$ cat src/rtl/instr_mem_loader_pkg.sv
// Shared types and frame constants for the instruction memory loader.
// The CHECK state only exists when INSTR_LOADER_CHECKSUM_EN is defined.
package loader_pkg;

    localparam int HDR_BYTES  = 2;
    localparam int WORD_BYTES = 4;

    typedef enum logic [2:0] {
        S_LEN_HI,
        S_LEN_LO,
        S_DATA,
        S_WRITE,
        S_DONE,
        S_ERR
`ifdef INSTR_LOADER_CHECKSUM_EN
        ,
        S_CHECK
`endif
    } state_e;

    function automatic int loader_depth(input int addr_w);
        return (2 ** addr_w) / WORD_BYTES;
    endfunction

endpackage

$ cat src/rtl/instr_mem_loader_if.sv
// Byte-stream input and instruction-memory write port of the loader.
interface instr_mem_loader_if #(
    parameter int ADDR_W = 8
);
    logic [7:0]        in_data;
    logic              in_valid;
    logic              in_ready;
    logic              mem_we;
    logic [ADDR_W-1:0] mem_addr;
    logic [31:0]       mem_wdata;

    modport master (
        output in_data, in_valid,
        input  in_ready, mem_we, mem_addr, mem_wdata
    );

    modport slave (
        input  in_data, in_valid,
        output in_ready, mem_we, mem_addr, mem_wdata
    );
endinterface

$ cat src/rtl/instr_mem_loader_word_assembler.sv
// Big-endian byte-to-word shift register with a byte counter and full flag.
module word_assembler
    import loader_pkg::*;
(
    input  logic        clk,
    input  logic        rst_n,
    input  logic        i_load,
    input  logic        i_clr,
    input  logic [7:0]  i_byte,
    output logic [31:0] o_word,
    output logic [2:0]  o_count,
    output logic        o_full
);
    logic [31:0] r_word;
    logic [2:0]  r_count;

    always_ff @(posedge clk or negedge rst_n) begin
        if (!rst_n) begin
            r_word  <= '0;
            r_count <= '0;
        end else if (i_clr) begin
            r_word  <= '0;
            r_count <= '0;
        end else if (i_load) begin
            r_word  <= {r_word[23:0], i_byte};
            r_count <= r_count + 3'd1;
        end
    end

    assign o_word  = r_word;
    assign o_count = r_count;
    assign o_full  = (r_count == 3'(WORD_BYTES));
endmodule

$ cat src/rtl/instr_mem_loader.sv
// Boot loader: takes a length-prefixed byte stream and writes it word by word into instruction memory.
// Define INSTR_LOADER_CHECKSUM_EN to require a trailing XOR checksum byte after the image.
module instr_mem_loader
    import loader_pkg::*;
#(
    parameter int ADDR_W = 8
) (
    input  logic              Clk,
    input  logic              Clr_n,
    input  logic              start,
    instr_mem_loader_if.slave bus,
    output logic              pipe_hold,
    output logic              done,
    output logic              error
);
    // state    | meaning
    // LEN_HI   | waiting for word count high byte
    // LEN_LO   | waiting for word count low byte, range check
    // DATA     | shifting data bytes into the word register
    // WRITE    | one-cycle memory write of the assembled word
    // CHECK    | waiting for the checksum byte (checksum build only)
    // DONE     | image loaded, pipeline released
    // ERR      | load aborted, pipeline held

    localparam int          DEPTH   = loader_depth(ADDR_W);
    localparam logic [16:0] DEPTH_W = 17'(DEPTH);

`ifdef INSTR_LOADER_CHECKSUM_EN
    localparam state_e S_FINAL = S_CHECK;
    logic [7:0] r_csum;
`else
    localparam state_e S_FINAL = S_DONE;
`endif

    state_e            r_state;
    state_e            w_next;
    logic [15:0]       r_len;
    logic [ADDR_W-2:0] r_k;
    logic              w_ready;
    logic              w_accept;
    logic              w_ld;
    logic              w_clr;
    logic              w_restart;
    logic              w_last_word;
    logic [15:0]       w_len_full;
    logic [31:0]       w_word;
    logic [2:0]        w_cnt;
    logic              w_full;

    assign w_accept    = bus.in_valid & w_ready;
    assign w_restart   = ((r_state == S_DONE) || (r_state == S_ERR)) && start;
    assign w_len_full  = {r_len[15:8], bus.in_data};
    assign w_last_word = (16'(r_k) + 16'd1) == r_len;

    word_assembler u_asm (
        .clk     (Clk),
        .rst_n   (Clr_n),
        .i_load  (w_ld),
        .i_clr   (w_clr),
        .i_byte  (bus.in_data),
        .o_word  (w_word),
        .o_count (w_cnt),
        .o_full  (w_full)
    );

    always_comb begin
        w_next  = r_state;
        w_ready = 1'b0;
        w_ld    = 1'b0;
        w_clr   = 1'b0;
        unique case (r_state)
            S_LEN_HI: begin
                w_ready = 1'b1;
                if (w_accept) w_next = S_LEN_LO;
            end
            S_LEN_LO: begin
                w_ready = 1'b1;
                if (w_accept) begin
                    if ({1'b0, w_len_full} > DEPTH_W) w_next = S_ERR;
                    else if (w_len_full == 16'd0)     w_next = S_FINAL;
                    else                              w_next = S_DATA;
                end
            end
            S_DATA: begin
                w_ready = 1'b1;
                if (w_accept) begin
                    w_ld = 1'b1;
                    if (w_cnt == 3'(WORD_BYTES - 1)) w_next = S_WRITE;
                end
            end
            S_WRITE: begin
                w_clr  = 1'b1;
                w_next = w_last_word ? S_FINAL : S_DATA;
            end
`ifdef INSTR_LOADER_CHECKSUM_EN
            S_CHECK: begin
                w_ready = 1'b1;
                if (w_accept) w_next = ((r_csum ^ bus.in_data) == 8'd0) ? S_DONE : S_ERR;
            end
`endif
            S_DONE, S_ERR: begin
                if (start) begin
                    w_clr  = 1'b1;
                    w_next = S_LEN_HI;
                end
            end
            default: w_next = S_ERR;
        endcase
    end

    always_ff @(posedge Clk or negedge Clr_n) begin
        if (!Clr_n) begin
            r_state <= S_LEN_HI;
            r_len   <= '0;
            r_k     <= '0;
        end else begin
            r_state <= w_next;
            if (w_restart) begin
                r_len <= '0;
                r_k   <= '0;
            end else begin
                if (r_state == S_LEN_HI && w_accept) r_len[15:8] <= bus.in_data;
                if (r_state == S_LEN_LO && w_accept) r_len[7:0]  <= bus.in_data;
                if (r_state == S_WRITE)              r_k         <= r_k + (ADDR_W-1)'(1);
            end
        end
    end

`ifdef INSTR_LOADER_CHECKSUM_EN
    // Length bytes are part of the checksum too.
    always_ff @(posedge Clk or negedge Clr_n) begin
        if (!Clr_n)         r_csum <= '0;
        else if (w_restart) r_csum <= '0;
        else if (w_accept)  r_csum <= r_csum ^ bus.in_data;
    end
`endif

    assign bus.in_ready  = w_ready;
    assign bus.mem_we    = (r_state == S_WRITE) && w_full;
    assign bus.mem_addr  = {r_k[ADDR_W-3:0], 2'b00};
    assign bus.mem_wdata = w_word;
    assign done          = (r_state == S_DONE);
    assign error         = (r_state == S_ERR);
    assign pipe_hold     = (r_state != S_DONE);
endmodule

$ cat src/flat_wrapper.sv
// flat-port wrapper written by rule: the top's interface ports become plain ports
module instr_mem_loader_flat import loader_pkg::*;
#(
    parameter int ADDR_W = 8
)
  (Clk, Clr_n, start, pipe_hold, done, error, bus_in_data, bus_in_valid, bus_in_ready, bus_mem_we, bus_mem_addr, bus_mem_wdata);
  instr_mem_loader_if #(.ADDR_W(ADDR_W)) bus_i ();
  input  logic Clk;
  input  logic Clr_n;
  input  logic start;
  output logic pipe_hold;
  output logic done;
  output logic error;
  input wire logic [$bits(bus_i.in_data)-1:0] bus_in_data;
  input wire logic [$bits(bus_i.in_valid)-1:0] bus_in_valid;
  output wire logic [$bits(bus_i.in_ready)-1:0] bus_in_ready;
  output wire logic [$bits(bus_i.mem_we)-1:0] bus_mem_we;
  output wire logic [$bits(bus_i.mem_addr)-1:0] bus_mem_addr;
  output wire logic [$bits(bus_i.mem_wdata)-1:0] bus_mem_wdata;
  assign bus_i.in_data = bus_in_data;
  assign bus_i.in_valid = bus_in_valid;
  assign bus_in_ready = bus_i.in_ready;
  assign bus_mem_we = bus_i.mem_we;
  assign bus_mem_addr = bus_i.mem_addr;
  assign bus_mem_wdata = bus_i.mem_wdata;
  instr_mem_loader #(.ADDR_W(ADDR_W)) u_core (.Clk(Clk), .Clr_n(Clr_n), .start(start), .bus(bus_i), .pipe_hold(pipe_hold), .done(done), .error(error));
endmodule
$ cat config.mk
export PLATFORM = sky130hd
export DESIGN_NAME = instr_mem_loader_flat
export DESIGN_NICKNAME = d
export VERILOG_FILES = /design/src/rtl/instr_mem_loader_pkg.sv /design/src/rtl/instr_mem_loader_if.sv /design/src/rtl/instr_mem_loader_word_assembler.sv /design/src/rtl/instr_mem_loader.sv /design/src/flat_wrapper.sv
export SDC_FILE = /design/constraint.sdc
export NUM_CORES = 1
export LEC_CHECK = 0
export ABC_AREA = 1
export CAP_MARGIN = 10
export CELL_PAD_IN_SITES_DETAIL_PLACEMENT = 0
export CELL_PAD_IN_SITES_GLOBAL_PLACEMENT = 1
export CORE_ASPECT_RATIO = 1.1
export CORE_MARGIN = 3
export CORE_UTILIZATION = 38
export DETAILED_ROUTE_END_ITERATION = 16
export GPL_ROUTABILITY_DRIVEN = 0
export GPL_TIMING_DRIVEN = 0
export PLACE_DENSITY_LB_ADDON = 0.1
export SLEW_MARGIN = 20
export SYNTH_ARGS = -nofsm -noshare
export SYNTH_HDL_FRONTEND = slang
export SYNTH_SLANG_ARGS = --single-unit
$ cat constraint.sdc
create_clock -name Clk -period 2.2 [get_ports Clk]
set_input_delay 0.22 -clock Clk [delete_from_list [all_inputs] [get_ports Clk]]
set_output_delay 0.22 -clock Clk [all_outputs]
set_load 0.005 [all_outputs]
==> run_results.csv <==
group,metric,value,unit
cells_and_area,finalInstanceArea,3930,µm²
cells_and_area,nets,452,
sta,min_period,2.01,ns
detailed_routing,via_per_inst,4.49,
global_routing,grt_max_degree,53,
cts,htree_levels,3,
power_and_ir_drop,finalPower,3.33,mW
power_and_ir_drop,pwr-share-seq,0.409,
cts,cts_buffers,9,
synth,ys_ff_latch,61,
cells_and_area,diodes,0,
sta,slew_violations,0,
floorplan,die_h,99.1,µm
global_routing,grt_pass1_vias,2723,
floorplan,io_pins,57,
cells_and_area,area_delta_synth_final,31.1,%
placed_design,port_buffers,54,
synth,syn_inst,365,
synth,synth_top_area_frac,0.509,
power_and_ir_drop,p_per_area,846,nW/µm²
detailed_routing,drc,0,
power_and_ir_drop,switching_power,1.15,mW
worst_setup_path,crit_required,1.98,ns
synth,synth_top_cell_by_area,"dfrtp_1",
cts,clk_latency,0.34,ns
synth,yosysWarnings,0,
worst_setup_path,worst_setup_path_start_kind,"flip-flop",
sta,rsz0062_at_grt,"false",
power_and_ir_drop,swShare,0.344,
power_and_ir_drop,power_frac_comb,0.286,
worst_setup_path,critPathMaxFanout,9,
status,status,"finished clean",
worst_setup_path,path_class,"flip-flop to output port",
global_routing,grt_overflow,0,
synth,ys_top_cells_by_area,"dfrtp_1, inv_1, nand2_1",
cts,cts_root_buf,"clkbuf_8",
synth,ys_types,25,
sta,hold_violations,0,
detailed_routing,ant_nets,0,
global_routing,grt_pass1_wl,12300,µm
sta,setup_viol,0,
placed_design,postPlaceCellArea,3700,µm²
synth,syn_avg_cell_area,8.21,µm²
worst_setup_path,cp-end-kind,"output port",
floorplan,start_util,0.397,
worst_setup_path,crit_arrival,1.79,ns
sta,tns,0,ns
synth,netlist_area,3000,µm²
detailed_routing,drt_first_pass_iters,4,
hold_path,hold_class,"primary input to async pin",
cts,cts.clk_slew.worst_paths,0.08,ns
cts,clock-sinks,61,
floorplan,rows,33,
cells_and_area,drive_above_1_share,0.109,
global_routing,grt_usage,0.169,
cts,clock_path_buffers,2,
placed_design,pre_cts_slack,0.278,ns
global_routing,antenna_found_initial,0,
power_and_ir_drop,power_leakage,1.84,nW
sta,period_share,0.914,
power_and_ir_drop,peakVddDrop,0.395,mV
cts,tritoncts,"yes",
job,drv_cap,0,
power_and_ir_drop,clkPwrFrac,0.305,
placed_design,place_inst,526,
sta,worst_clock_skew,0.0120,ns
detailed_routing,initialDrtViolationCount,74,
detailed_routing,dr_total_vias,2450,
detailed_routing,post_drt_wl_per_cell,12.9,µm
floorplan,die_area,8990,µm²
sta,finalWorstSetupSlack,0.188,ns
cells_and_area,stdcell_count,546,
sta,clock.fmax,0.497,GHz
power_and_ir_drop,p_int,2.18,mW
detailed_routing,routed_wl,7030,µm
synth,seq_area_frac_synth,0.509,
placed_design,dp_hpwl,5310,µm
floorplan,die_w,90.7,µm
floorplan,coreArea,7560,µm²
state kept, by name, indices dropped and copies added (netlist names):
| register | flops |
|---|---|
| u_core.u_asm.o_count | 3 |
| u_core.r_state | 3 |
| u_core.r_len | 16 |
| u_core.u_asm.o_word | 32 |
| u_core.r_k | 7 |
metrics by stage:
step	util	hold WS (ns)
2_1_floorplan	-	-0.0756
3_3_place_gp	0.486	0.521
3_5_place_dp	0.489	0.0762
4_1_cts	0.518	0.253
5_1_grt	0.520	0.259
6_report	0.520	0.257
power by group through the flow:
stage | clock [mW] | combinational, mW | sequential, mW
after floorplan | 0 | 0.660 | 1.37
after global placement | 0 | 0.951 | 1.38
after detailed placement | 0 | 0.963 | 1.39
after CTS | 1.04 | 0.972 | 1.37
after global routing | 1.09 | 1.11 | 1.39
final | 1.01 | 0.951 | 1.36
cell families (layout without fill, tap and decap cells):
| group | after synthesis | count (layout) | synth area share |
|---|---|---|---|
| AND/OR/NAND/NOR | 125 | 125 | 0.180 |
| buffers and inverters | 105 | 180 | 0.152 |
| AO/OA/AOI/OAI | 69 | 69 | 0.140 |
| flip-flops | 61 | 61 | 0.509 |
| adder cells (fa/ha/maj) | 4 | 4 | 0.0167 |
| other | 1 | 2 | 0.00125 |
area by class of cell:
type	count	area (µm²)
inverters	89	334
plain buffers	16	121
fillers	793	3630
flip-flops and latches	61	1530
well taps	105	131
repair buffers	59	598
clock buffers	9	124
multi-input cells	200	1020
clock inverters	7	75.1
critical path: stages, from the launching register on:
cell and delay [ns]:
dfrtp_2 0.38, inv_1 0.11, nor3_4 0.22, inv_2 0.14, nor2_1 0.11, clkdlybuf4s50_1 0.50
cell usage after synthesis, drive strengths merged:
cell type	number
dfrtp	61
inv	89
a21oi	2
o21bai	1
ha	4
o31ai	1
nand4	3
conb	1
nor3	1
buf	16
nor2	22
nand2	82
a21boi	1
a31oi	1
o21ai	26
o22ai	36
nand3	17
o211ai	1
worst paths after layout:
| check | depth (start not counted) | endpoint | start | slack, ns |
|---|---|---|---|---|
| max in group asynchronous | 3 | u_core.u_asm.o_word[9] | Clr_n | 1.44 |
| setup reg to reg | 12 | u_core.r_state[1] | u_core.r_k[0] | 0.41 |
| min in group Clk | 3 | u_core.u_asm.o_word[3] | bus_in_data[3] | 0.52 |
| setup / recovery | 5 | bus_mem_we | u_core.r_state[1] | 0.19 |
| hold reg to reg | 2 | u_core.u_asm.o_word[29] | u_core.u_asm.o_word[29] | 0.54 |
| hold / removal | 2 | u_core.r_k[6] | Clr_n | 0.26 |
cell usage in the layout (no fill, tap or decap), drive strengths merged:
cell,instances
nor2,22
buf,21
o22ai,36
clkdlybuf4s50,53
a21boi,1
a21oi,2
nand3,17
dlygate4sd3,1
ha,4
o21bai,1
o211ai,1
o21ai,26
nand4,3
bufinv,1
dfrtp,61
a31oi,1
nor3,1
clkinvlp,3
clkbuf,9
conb,2
clkinv,2
nand2,82
inv,90
o31ai,1
timing repair:
| item | in CTS | in global routing |
|---|---|---|
| hold buffers | 1 | 0 |
| gates resized for setup | 0 | 1 |
| endpoints found under the hold margin | 25 | 0 |
| endpoints found under the setup margin | 1 | 1 |
| pin swaps | 1 | 0 |
| setup buffers | 1 | 2 |
layer usage:
metal / track usage / wire (µm)
met3: 0.0469 / 352
met4: 0.0601 / 91
met5: 0 / 0
met1: 0.201 / 3140
met2: 0.293 / 3450
(Power assumes the default switching activity.)
